[config.mk]
export PLATFORM = sky130hd
export DESIGN_NAME = nibble_serial_adder
export DESIGN_NICKNAME = d
export VERILOG_FILES = /design/src/rtl/nibble_serial_adder.sv
export SDC_FILE = /design/constraint.sdc
export NUM_CORES = 1
export LEC_CHECK = 0
export BUFFER_PORTS_ARGS = -buffer_cell sky130_fd_sc_hd__buf_2
export CAP_MARGIN = 10
export CORE_MARGIN = 3
export CORE_UTILIZATION = 56
export DETAILED_ROUTE_END_ITERATION = 7
export HOLD_SLACK_MARGIN = 0.06
export PLACE_DENSITY = 0.86
export SLEW_MARGIN = 25
export SYNTH_ARGS = -nofsm -noshare
export SYNTH_HDL_FRONTEND = slang
export SYNTH_SLANG_ARGS = --single-unit
[constraint.sdc]
create_clock -name clk -period 3.8 [get_ports clk]
set_input_delay 0.19 -clock clk [delete_from_list [all_inputs] [get_ports clk]]
set_output_delay 0.19 -clock clk [all_outputs]
set_load 0.01 [all_outputs]
[src/rtl/nibble_serial_adder.sv]
// nibble_serial_adder: WIDTH-bit a+b+c_in through one 4-bit CLA slice, one nibble per cycle, LSB first.
// Latency: WIDTH/4 cycles from accept to out_valid; peak rate one operation per WIDTH/4+2 cycles.
// Backpressure: result held while out_ready low; in_ready only in IDLE. Define NSA_OVERFLOW_EN for ovf.

module nsa_cla4 (
    input  logic [3:0] a,
    input  logic [3:0] b,
    input  logic       ci,
    output logic [3:0] s,
    output logic       co
);
    logic [3:0] g;
    logic [3:0] p;
    logic [3:0] c;

    always_comb begin
        g = a & b;
        p = a ^ b;
        c[0] = ci;
        c[1] = g[0] | (p[0] & ci);
        c[2] = g[1] | (p[1] & g[0]) | (p[1] & p[0] & ci);
        c[3] = g[2] | (p[2] & g[1]) | (p[2] & p[1] & g[0]) | (p[2] & p[1] & p[0] & ci);
        co   = g[3] | (p[3] & g[2]) | (p[3] & p[2] & g[1]) | (p[3] & p[2] & p[1] & g[0])
             | (p[3] & p[2] & p[1] & p[0] & ci);
        s    = p ^ c;
    end
endmodule

module nibble_serial_adder #(
    parameter int WIDTH = 16
) (
    input  logic             clk,
    input  logic             rst_n,
    input  logic             in_valid,
    output logic             in_ready,
    input  logic [WIDTH-1:0] a,
    input  logic [WIDTH-1:0] b,
    input  logic             c_in,
    output logic             out_valid,
    input  logic             out_ready,
    output logic [WIDTH-1:0] sum,
    output logic             c_out
`ifdef NSA_OVERFLOW_EN
    ,
    output logic             ovf
`endif
);
    localparam int N    = WIDTH / 4;
    localparam int IDXW = (N > 1) ? $clog2(N) : 1;

    typedef enum logic [1:0] {
        ST_IDLE,
        ST_RUN,
        ST_DONE
    } state_t;

    typedef struct packed {
        logic [WIDTH-1:0] a;
        logic [WIDTH-1:0] b;
    } op_t;

    state_t           state_q, state_d;
    logic [IDXW-1:0]  idx_q, idx_d;
    op_t              op_q, op_d;
    logic             carry_q, carry_d;
    logic [WIDTH-1:0] acc_q, acc_d;
    logic [WIDTH-1:0] sum_q, sum_d;
    logic             c_out_q, c_out_d;
`ifdef NSA_OVERFLOW_EN
    logic             ovf_q, ovf_d;
`endif

    logic [3:0] nib_a;
    logic [3:0] nib_b;
    logic [3:0] nib_s;
    logic       nib_co;
    logic       last_nib;

    // Operand nibble select for the shared slice
    always_comb begin
        nib_a = '0;
        nib_b = '0;
        for (int i = 0; i < N; i++) begin
            if (idx_q == IDXW'(i)) begin
                nib_a = op_q.a[4*i +: 4];
                nib_b = op_q.b[4*i +: 4];
            end
        end
    end

    nsa_cla4 u_cla (
        .a  (nib_a),
        .b  (nib_b),
        .ci (carry_q),
        .s  (nib_s),
        .co (nib_co)
    );

    assign last_nib  = (idx_q == IDXW'(N - 1));
    assign in_ready  = (state_q == ST_IDLE);
    assign out_valid = (state_q == ST_DONE);
    assign sum       = sum_q;
    assign c_out     = c_out_q;
`ifdef NSA_OVERFLOW_EN
    assign ovf       = ovf_q;
`endif

    always_comb begin
        state_d = state_q;
        idx_d   = idx_q;
        op_d    = op_q;
        carry_d = carry_q;
        acc_d   = acc_q;
        sum_d   = sum_q;
        c_out_d = c_out_q;
`ifdef NSA_OVERFLOW_EN
        ovf_d   = ovf_q;
`endif
        case (state_q)
            ST_IDLE: begin
                if (in_valid && in_ready) begin
                    state_d = ST_RUN;
                    op_d    = '{a: a, b: b};
                    carry_d = c_in;
                    idx_d   = '0;
                    acc_d   = '0;
                end
            end
            ST_RUN: begin
                for (int i = 0; i < N; i++) begin
                    if (idx_q == IDXW'(i)) begin
                        acc_d[4*i +: 4] = nib_s;
                    end
                end
                carry_d = nib_co;
                idx_d   = idx_q + IDXW'(1);
                if (last_nib) begin
                    // Final nibble goes straight into the output register, not via acc_q
                    state_d = ST_DONE;
                    idx_d   = '0;
                    sum_d   = acc_d;
                    c_out_d = nib_co;
`ifdef NSA_OVERFLOW_EN
                    ovf_d   = (op_q.a[WIDTH-1] == op_q.b[WIDTH-1]) &&
                              (acc_d[WIDTH-1] != op_q.a[WIDTH-1]);
`endif
                end
            end
            ST_DONE: begin
                if (out_ready) begin
                    state_d = ST_IDLE;
                end
            end
            default: begin
                state_d = ST_IDLE;
            end
        endcase
    end

    always_ff @(posedge clk or negedge rst_n) begin
        if (!rst_n) begin
            state_q <= ST_IDLE;
            idx_q   <= '0;
            op_q    <= '0;
            carry_q <= 1'b0;
            acc_q   <= '0;
            sum_q   <= '0;
            c_out_q <= 1'b0;
`ifdef NSA_OVERFLOW_EN
            ovf_q   <= 1'b0;
`endif
        end else begin
            state_q <= state_d;
            idx_q   <= idx_d;
            op_q    <= op_d;
            carry_q <= carry_d;
            acc_q   <= acc_d;
            sum_q   <= sum_d;
            c_out_q <= c_out_d;
`ifdef NSA_OVERFLOW_EN
            ovf_q   <= ovf_d;
`endif
        end
    end
endmodule

==> out/qor.csv, run 1 <==
stage;metric;value;unit
worst_setup_path;Worst Setup Start Kind;flop;
sta;fin crit share;79.4;%
worst_setup_path;CP cell instances;inv_1 > ha_1 > a21oi_1 > a21oi_1 > o21ai_0 > fa_1 > xnor2_1 > nor2_1 > mux2_2 > a22o_1;
worst_setup_path;r2r worst-path depth;10;
clocking;H-tree Lvls;3;
status;status;completed;
detailed_routing;Post-route DRC;0;
synth;Synth Area in Compound Gates;14.6;%
cells_and_area;final-layout fill cell count;440;
power;leakage power total;1.79;nW
worst_setup_path;Slowest-stage cell, CP;ha_1;
clocking;buffers from clock root to sink, at most;2;
floorplanning;starting density of the core;58.4;%
grt;initial antenna violation count;0;
sta;final hold violations;0;
worst_setup_path;worst path required time;4030;ps
clocking;clk slew on worst S/H paths;70;ps
sta;Final Skew;5.80;ps
sta;final setup margin;784;ps
power;Gate power share;49.7;%
sta;Slew @ Worst Pin;844;ps
synth;main flop type after synthesis;dfrtp_1;
detailed_routing;starting DRC count in detailed routing;131;
sta;RSZ-0062 raised after global routing;no;
worst_setup_path;WP data arrival;3250;ps
clocking;Resized Gates After CTS;0;
synth;#FFs+latches synth;66;
clocking;Worst-Skew Late Latency;340;ps
worst_setup_path;R2R Setup Slk;780;ps
grt;GRT Total Usage;23.1;%
synth;Synth Area per Inst;10.6;sq um
cells_and_area;Post-Layout Cell Count;437;
cells_and_area;antenna cells;0;
cells_and_area;Synth-to-Final Area Change;16.1;%
synth;most frequent cell after synthesis;dfrtp_1;
place;placed insts;419;
power;clock share of power;16.9;%
worst_setup_path;Max FO, Critical Path;18;
synth;Post-Synth Adder-Cell Area;3.69;%
clocking;CTS Buf Count;9;
floorplanning;I/O pins;56;
cells_and_area;Util after Layout;67.8;%
synth;largest family of logic cells by synthesized area;compound AO/OA/AOI/OAI gates;
grt;Overflow after GRT;0;
synth;fraction of registers with async set/reset;100;%
synth;synthesized area;3250;sq um
synth;top post-synthesis cells by area;dfrtp_1, mux2_2, nand2_1;
place;detailed placer's ending HPWL;4910;um
floorplanning;Die H;82.2;um
grt;vias in the first global route;2406;
power;VDD IR max;511;uV
sta;slew margin rel.;43.7;%
synth;post-synthesis simple-gate area fraction;13.9;%
floorplanning;Row Count;27;
detailed_routing;total number of vias;2454;
worst_setup_path;reg-to-reg critical path startpoint;idx_q[0]$_DFFE_PN0P_;
cells_and_area;layout cells sized above 1;31.5;%
detailed_routing;Detail Route Antenna Nets;0;
power;Sw Ratio;40.9;%
clocking;CTS tree;yes;
place;DP Area;3540;sq um
min_path;WHS Path Cells;2;
floorplanning;die width;82.2;um
cells_and_area;final layout net count;406;
power;Reg power frac;33.3;%
synth;Yosys top cell area share;50.7;%
sta;Hold WS;77.3;ps
worst_setup_path;max incr delay on CP;540;ps
synth;largest area contributor in the netlist;dfrtp_1;
floorplanning;Die Area;6760;sq um
synth;xor/xnor share of the synthesized area;0.269;%
worst_setup_path;CP endpoint;acc_q[1]$_DFFE_PN0P_;
place;Port Buffers;55;
floorplanning;Core ar.;5570;sq um
power;sw power;1.57;mW
grt;first-pass GRT wire length;11600;um
power;design internal power;2.27;mW
worst_setup_path;Critical R2R Capture;acc_q[1]$_DFFE_PN0P_;
sta;setup TNS;0;ps
grt;largest net degree at the start of global routing;37;
power;Final Total Pwr;3.84;mW
power;power per cell area;1020;nW/um^2
clocking;Clock Sinks;66;
worst_setup_path;Crit path depth;10;
worst_setup_path;Worst Setup SP;idx_q[0]$_DFFE_PN0P_;
synth;synthesized instance count;308;
worst_setup_path;CP dominant cell by count;a21oi_1;
synth;yosys warns;0;
detailed_routing;drt wl/cell;16.1;um
sta;FMAX;332;MHz
sta;min Tclk post-route;3020;ps
worst_setup_path;Setup CP Type;flop to flop;
clocking;root buffer cell;clkbuf_8;
worst_setup_path;Buf/Inv on CP;1;
synth;post-synthesis mux area share;12.4;%
detailed_routing;DR vias/cell;5.62;
place;pre-CTS setup slack;822;ps
detailed_routing;Post-Route WL;7050;um
run;Max-Cap Viols;0;
detailed_routing;drt pass-1 iters;4;
synth;number of enable flip-flop cells after synthesis;0;
synth;most frequent cells after synthesis;dfrtp_1, nand2_1, mux2_2, o21ai_0, a21oi_1;
sta;final setup vio count;0;
synth;Mapped Nets;354;
synth;sequential-to-total area share from yosys stat;50.7;%
worst_setup_path;Crit. End Element;flop;
worst_setup_path;CP top delay family;adder cells;
sta;final-report max-slew violation count;0;
min_path;Hold Path Class;primary input to flop;
synth;synth unique cells;34;
place;global placer's final weighted congestion;0.815;
cells_and_area;final instance area;3780;sq um
flip-flops by register name (all words and copies together) (netlist names):
signal   count
idx_q        2
acc_q       12
op_q        32
state_q      2
carry_q      1
c_out        1
sum         16
worst register-to-register path: cells and delay by family, from the launching register on:
kind / cells / cell delay, ps
adder cells (fa/ha/maj): 2 / 1000
flip-flops: 1 / 430
buffers and inverters: 1 / 110
AND/OR/NAND/NOR: 1 / 140
AO/OA/AOI/OAI: 4 / 550
multiplexers: 1 / 300
XOR/XNOR: 1 / 380
metal layers:
layer | routed length [um] | vias to the layer above | GRT usage, % | share of wire (%)
li1 | - | 1181 | - | -
met5 | 0 | - | 0 | 0
met2 | 3240 | 88 | 36.5 | 46
met3 | 457 | 12 | 6.07 | 6.5
met4 | 114 | 0 | 9.47 | 1.6
met1 | 3240 | 1173 | 30.1 | 46
cell families after synthesis:
kind of cell | count (synthesis)
adders and majority gates | 9
and+or+nand+nor | 89
buffers and inverters | 26
DFF | 66
xor gates and xnor gates | 1
muxes | 36
AOI/OAI and AO/OA | 81
worst min-delay path by stage:
stage | from | end
floorplan | rst_n | acc_q[0]$_DFFE_PN0P_
global placement | rst_n | state_q[1]$_DFFE_PN0P_
detailed placement | rst_n | sum[12]$_DFFE_PN0P_
CTS | b[4] | op_q[4]$_DFFE_PN0P_
global route | a[11] | op_q[27]$_DFFE_PN0P_
finish | b[4] | op_q[4]$_DFFE_PN0P_
placed cells by master (no fill, tap or decap), types with 4 or more instances in the layout:
cell / instances
dfrtp_1: 66
buf_2: 55
nand2_1: 48
mux2_2: 35
o21ai_0: 34
a21oi_1: 24
nor2b_1: 13
nand3b_1: 10
clkbuf_8: 10
a22o_1: 8
ha_1: 8
buf_4: 6
nor2_1: 5
inv_1: 4
a21o_1: 4
power by group through the flow:
stage,sequential (mW),combinational (mW),clock (mW)
final,1.28,1.91,0.649
after CTS,1.28,1.90,0.661
after global placement,1.27,1.81,0
after detailed placement,1.29,1.88,0
after global routing,1.32,2.14,0.707
after floorplan,1.21,1.48,0
what timing repair did:
action,4_1_cts,5_1_grt
hold buffers,2,0
endpoints found under the hold margin,31,0
setup endpoints to repair,0,0
buffers inserted,0,0
area by class of cell:
type                    instances  area (sq um)  share of cell area, %
clock buffers                  11           141                   3.74
clock inverters                 5          77.6                   2.05
inverters                       4          15.0                  0.397
multi-input cells             216          1460                   38.7
flip-flops and latches         66          1650                   43.7
well taps                      72          90.1                   2.38
repair buffers                 63           340                   9.01
Power figures use the tool's default switching activity.
==> run 2: changes to the inputs <==
==> constraint.sdc (replaced) <==
create_clock -name clk -period 3.15 [get_ports clk]
set_input_delay 0.1575 -clock clk [delete_from_list [all_inputs] [get_ports clk]]
set_output_delay 0.1575 -clock clk [all_outputs]
set_load 0.01 [all_outputs]
==> run 2 against run 1 <==
Non-clock buffer count grew 33. Cell area rose by 8.2%. Clock skew shrank 1.7 ps.
==> out/qor.csv, run 2 (synthesis gave the netlist of run 1 again) <==
stage;metric;value;unit;change
worst_setup_path;Slowest-stage cell, CP;dfrtp_1;;
power;Sw Ratio;40.5;%;-0.35 points
min_path;WHS Path Cells;2;;unchanged
worst_setup_path;Buf/Inv on CP;1;;unchanged
status;status;completed;;
worst_setup_path;reg-to-reg critical path startpoint;idx_q[0]$_DFFE_PN0P_;;
worst_setup_path;max incr delay on CP;440;ps;-100 ps
floorplanning;I/O pins;56;;unchanged
grt;largest net degree at the start of global routing;50;;+35%
cells_and_area;antenna cells;0;;unchanged
clocking;Post-CTS Setup Bufs;0;;unchanged
floorplanning;Die H;82.2;um;unchanged
cells_and_area;final-layout fill cell count;376;;-15%
power;design internal power;2.78;mW;+22%
sta;slew margin rel.;45.7;%;+2.0 points
grt;GRT Total Usage;25.3;%;+2.3 points
sta;final setup vio count;0;;unchanged
cells_and_area;Util after Layout;73.3;%;+5.5 points
detailed_routing;total number of vias;2625;;+7.0%
sta;Final Skew;4.11;ps;-1.70 ps
sta;final hold violations;0;;unchanged
sta;setup TNS;0;ps;unchanged
sta;RSZ-0062 raised after global routing;no;;
worst_setup_path;Max FO, Critical Path;8;;-10
worst_setup_path;Setup CP Type;flop to flop;;
place;pre-CTS setup slack;201;ps;-621 ps
power;clock share of power;15.5;%;-1.4 points
grt;initial antenna violation count;0;;unchanged
floorplanning;Die Area;6760;sq um;unchanged
detailed_routing;starting DRC count in detailed routing;176;;+34%
sta;final-report max-slew violation count;0;;unchanged
worst_setup_path;Crit. End Element;flop;;
worst_setup_path;Critical R2R Capture;sum[11]$_DFFE_PN0P_;;
power;leakage power total;1.92;nW;+7.3%
clocking;H-tree Lvls;3;;unchanged
detailed_routing;Detail Route Antenna Nets;0;;unchanged
power;Reg power frac;32.9;%;-0.4 points
place;Port Buffers;55;;unchanged
cells_and_area;Synth-to-Final Area Change;25.6;%;
grt;vias in the first global route;2609;;+8.4%
sta;Slew @ Worst Pin;814;ps;-30.6 ps
min_path;Hold Path Class;primary input to flop;;
cells_and_area;final layout net count;439;;+8.1%
cells_and_area;layout cells sized above 1;29.2;%;-2.3 points
worst_setup_path;CP top delay family;compound AO/OA/AOI/OAI gates;;
cells_and_area;most common cell after layout, fill and taps aside;dfrtp_1;;
clocking;CTS Buf Count;9;;unchanged
clocking;Worst-Skew Late Latency;350;ps;about the same
floorplanning;starting density of the core;58.4;%;unchanged
worst_setup_path;CP cell instances;inv_1 > ha_1 > nand3b_1 > a21oi_1 > a21oi_1 > o21ai_1 > ha_1 > a211o_1 > nand3_1 > a21o_2 > o21ai_0;;
sta;min Tclk post-route;2820;ps;-194 ps
power;power per cell area;1140;nW/um^2;+12%
sta;final setup margin;328;ps;-456 ps
place;global placer's final weighted congestion;0.780;;-4.3%
place;detailed placer's ending HPWL;4690;um;-4.5%
cells_and_area;register area;1650;sq um;unchanged
floorplanning;Row Count;27;;unchanged
run;Max-Cap Viols;0;;unchanged
cells_and_area;commonest cells after routing, fill and taps aside;dfrtp_1, buf_2, nand2_1, mux2_2, dlygate4sd3_1;;
clocking;CTS tree;yes;;
power;VDD IR max;649;uV;+27%
worst_setup_path;R2R Setup Slk;330;ps;-460 ps
power;sw power;1.89;mW;+21%
floorplanning;die width;82.2;um;unchanged
grt;Overflow after GRT;0;;unchanged
detailed_routing;drt pass-1 iters;5;;+1
min_path;hold path start;a[7];;
clocking;clk slew on worst S/H paths;60;ps;about the same
clocking;root buffer cell;clkbuf_8;;
min_path;worst hold path endpoint;op_q[23]$_DFFE_PN0P_;;
clocking;buffers from clock root to sink, at most;2;;unchanged
worst_setup_path;worst path required time;3370;ps;-660 ps
floorplanning;Core ar.;5570;sq um;unchanged
cells_and_area;max reg flops;32;;unchanged
worst_setup_path;Worst Setup Start Kind;flop;;
detailed_routing;Post-Route WL;7620;um;+8.0%
sta;FMAX;354;MHz;+6.9%
worst_setup_path;r2r worst-path depth;11;;+1
power;Gate power share;51.7;%;+2.0 points
cells_and_area;Multi-input gate area;1460;sq um;about the same
worst_setup_path;WP data arrival;3040;ps;-210 ps
detailed_routing;Post-route DRC;0;;unchanged
cells_and_area;most flop-heavy register;op_q;;
detailed_routing;DR vias/cell;5.60;;-0.33%
clocking;Clock Sinks;66;;unchanged
detailed_routing;drt wl/cell;16.2;um;+0.61%
grt;first-pass GRT wire length;12500;um;+8.3%
sta;fin crit share;89.6;%;+10 points
==> run 2: layer usage <==
metal | global-route usage (%) | routed length [um] | up-vias
li1 | - | - | 1248
met1 | 29.8 | 3220 | 1259
met2 | 41.7 | 3760 | 103
met3 | 8.68 | 459 | 15
met4 | 11.6 | 176 | 0
met5 | 0 | 0 | -
==> run 2: what timing repair did <==
item / CTS / global route
hold buffers: 33 / 0
hold endpoints to repair: 49 / 0
resized for setup: 0 / 3
setup endpoints to repair: 0 / 10
==> run 2: worst max path at each step <==
stage,start,end,cells after the start
floorplan,idx_q[0]$_DFFE_PN0P_,acc_q[1]$_DFFE_PN0P_,12
global placement,idx_q[0]$_DFFE_PN0P_,sum[10]$_DFFE_PN0P_,10
detailed placement,idx_q[1]$_DFFE_PN0P_,sum[11]$_DFFE_PN0P_,11
CTS,idx_q[1]$_DFFE_PN0P_,sum[11]$_DFFE_PN0P_,11
global route,idx_q[0]$_DFFE_PN0P_,sum[11]$_DFFE_PN0P_,11
finish,idx_q[0]$_DFFE_PN0P_,sum[11]$_DFFE_PN0P_,11
==> run 2: per-stage QoR <==
| stage | area, sq um | total power, mW | hold slack (ps) | std cells |
|---|---|---|---|---|
| after floorplan | 3250 | 3.24 | -138 | 308 |
| after global placement | 3550 | 3.76 | 101 | 421 |
| after detailed placement | 3550 | 3.87 | 107 | 421 |
| after CTS | 4090 | 4.64 | 66.2 | 469 |
| after global routing | 4090 | 5.06 | 65.2 | 469 |
| final | 4090 | 4.67 | 90.9 | 469 |
==> run 2: layout make-up <==
type                       count  share of cell area, %
tap                           72                   2.20
inverter                       4                  0.367
multi-input combinational    216                   35.8
sequential                    66                   40.4
timing repair buffer          96                   16.3
clock buffer                  13                   4.13
clock inverter                 2                  0.857
==> run 2: power groups by stage <==
stage / combinational [mW] / clock [mW] / sequential (mW)
finish: 2.41 / 0.722 / 1.53
global route: 2.70 / 0.780 / 1.58
CTS: 2.38 / 0.740 / 1.52
detailed placement: 2.33 / 0 / 1.54
global placement: 2.24 / 0 / 1.52
floorplan: 1.78 / 0 / 1.46
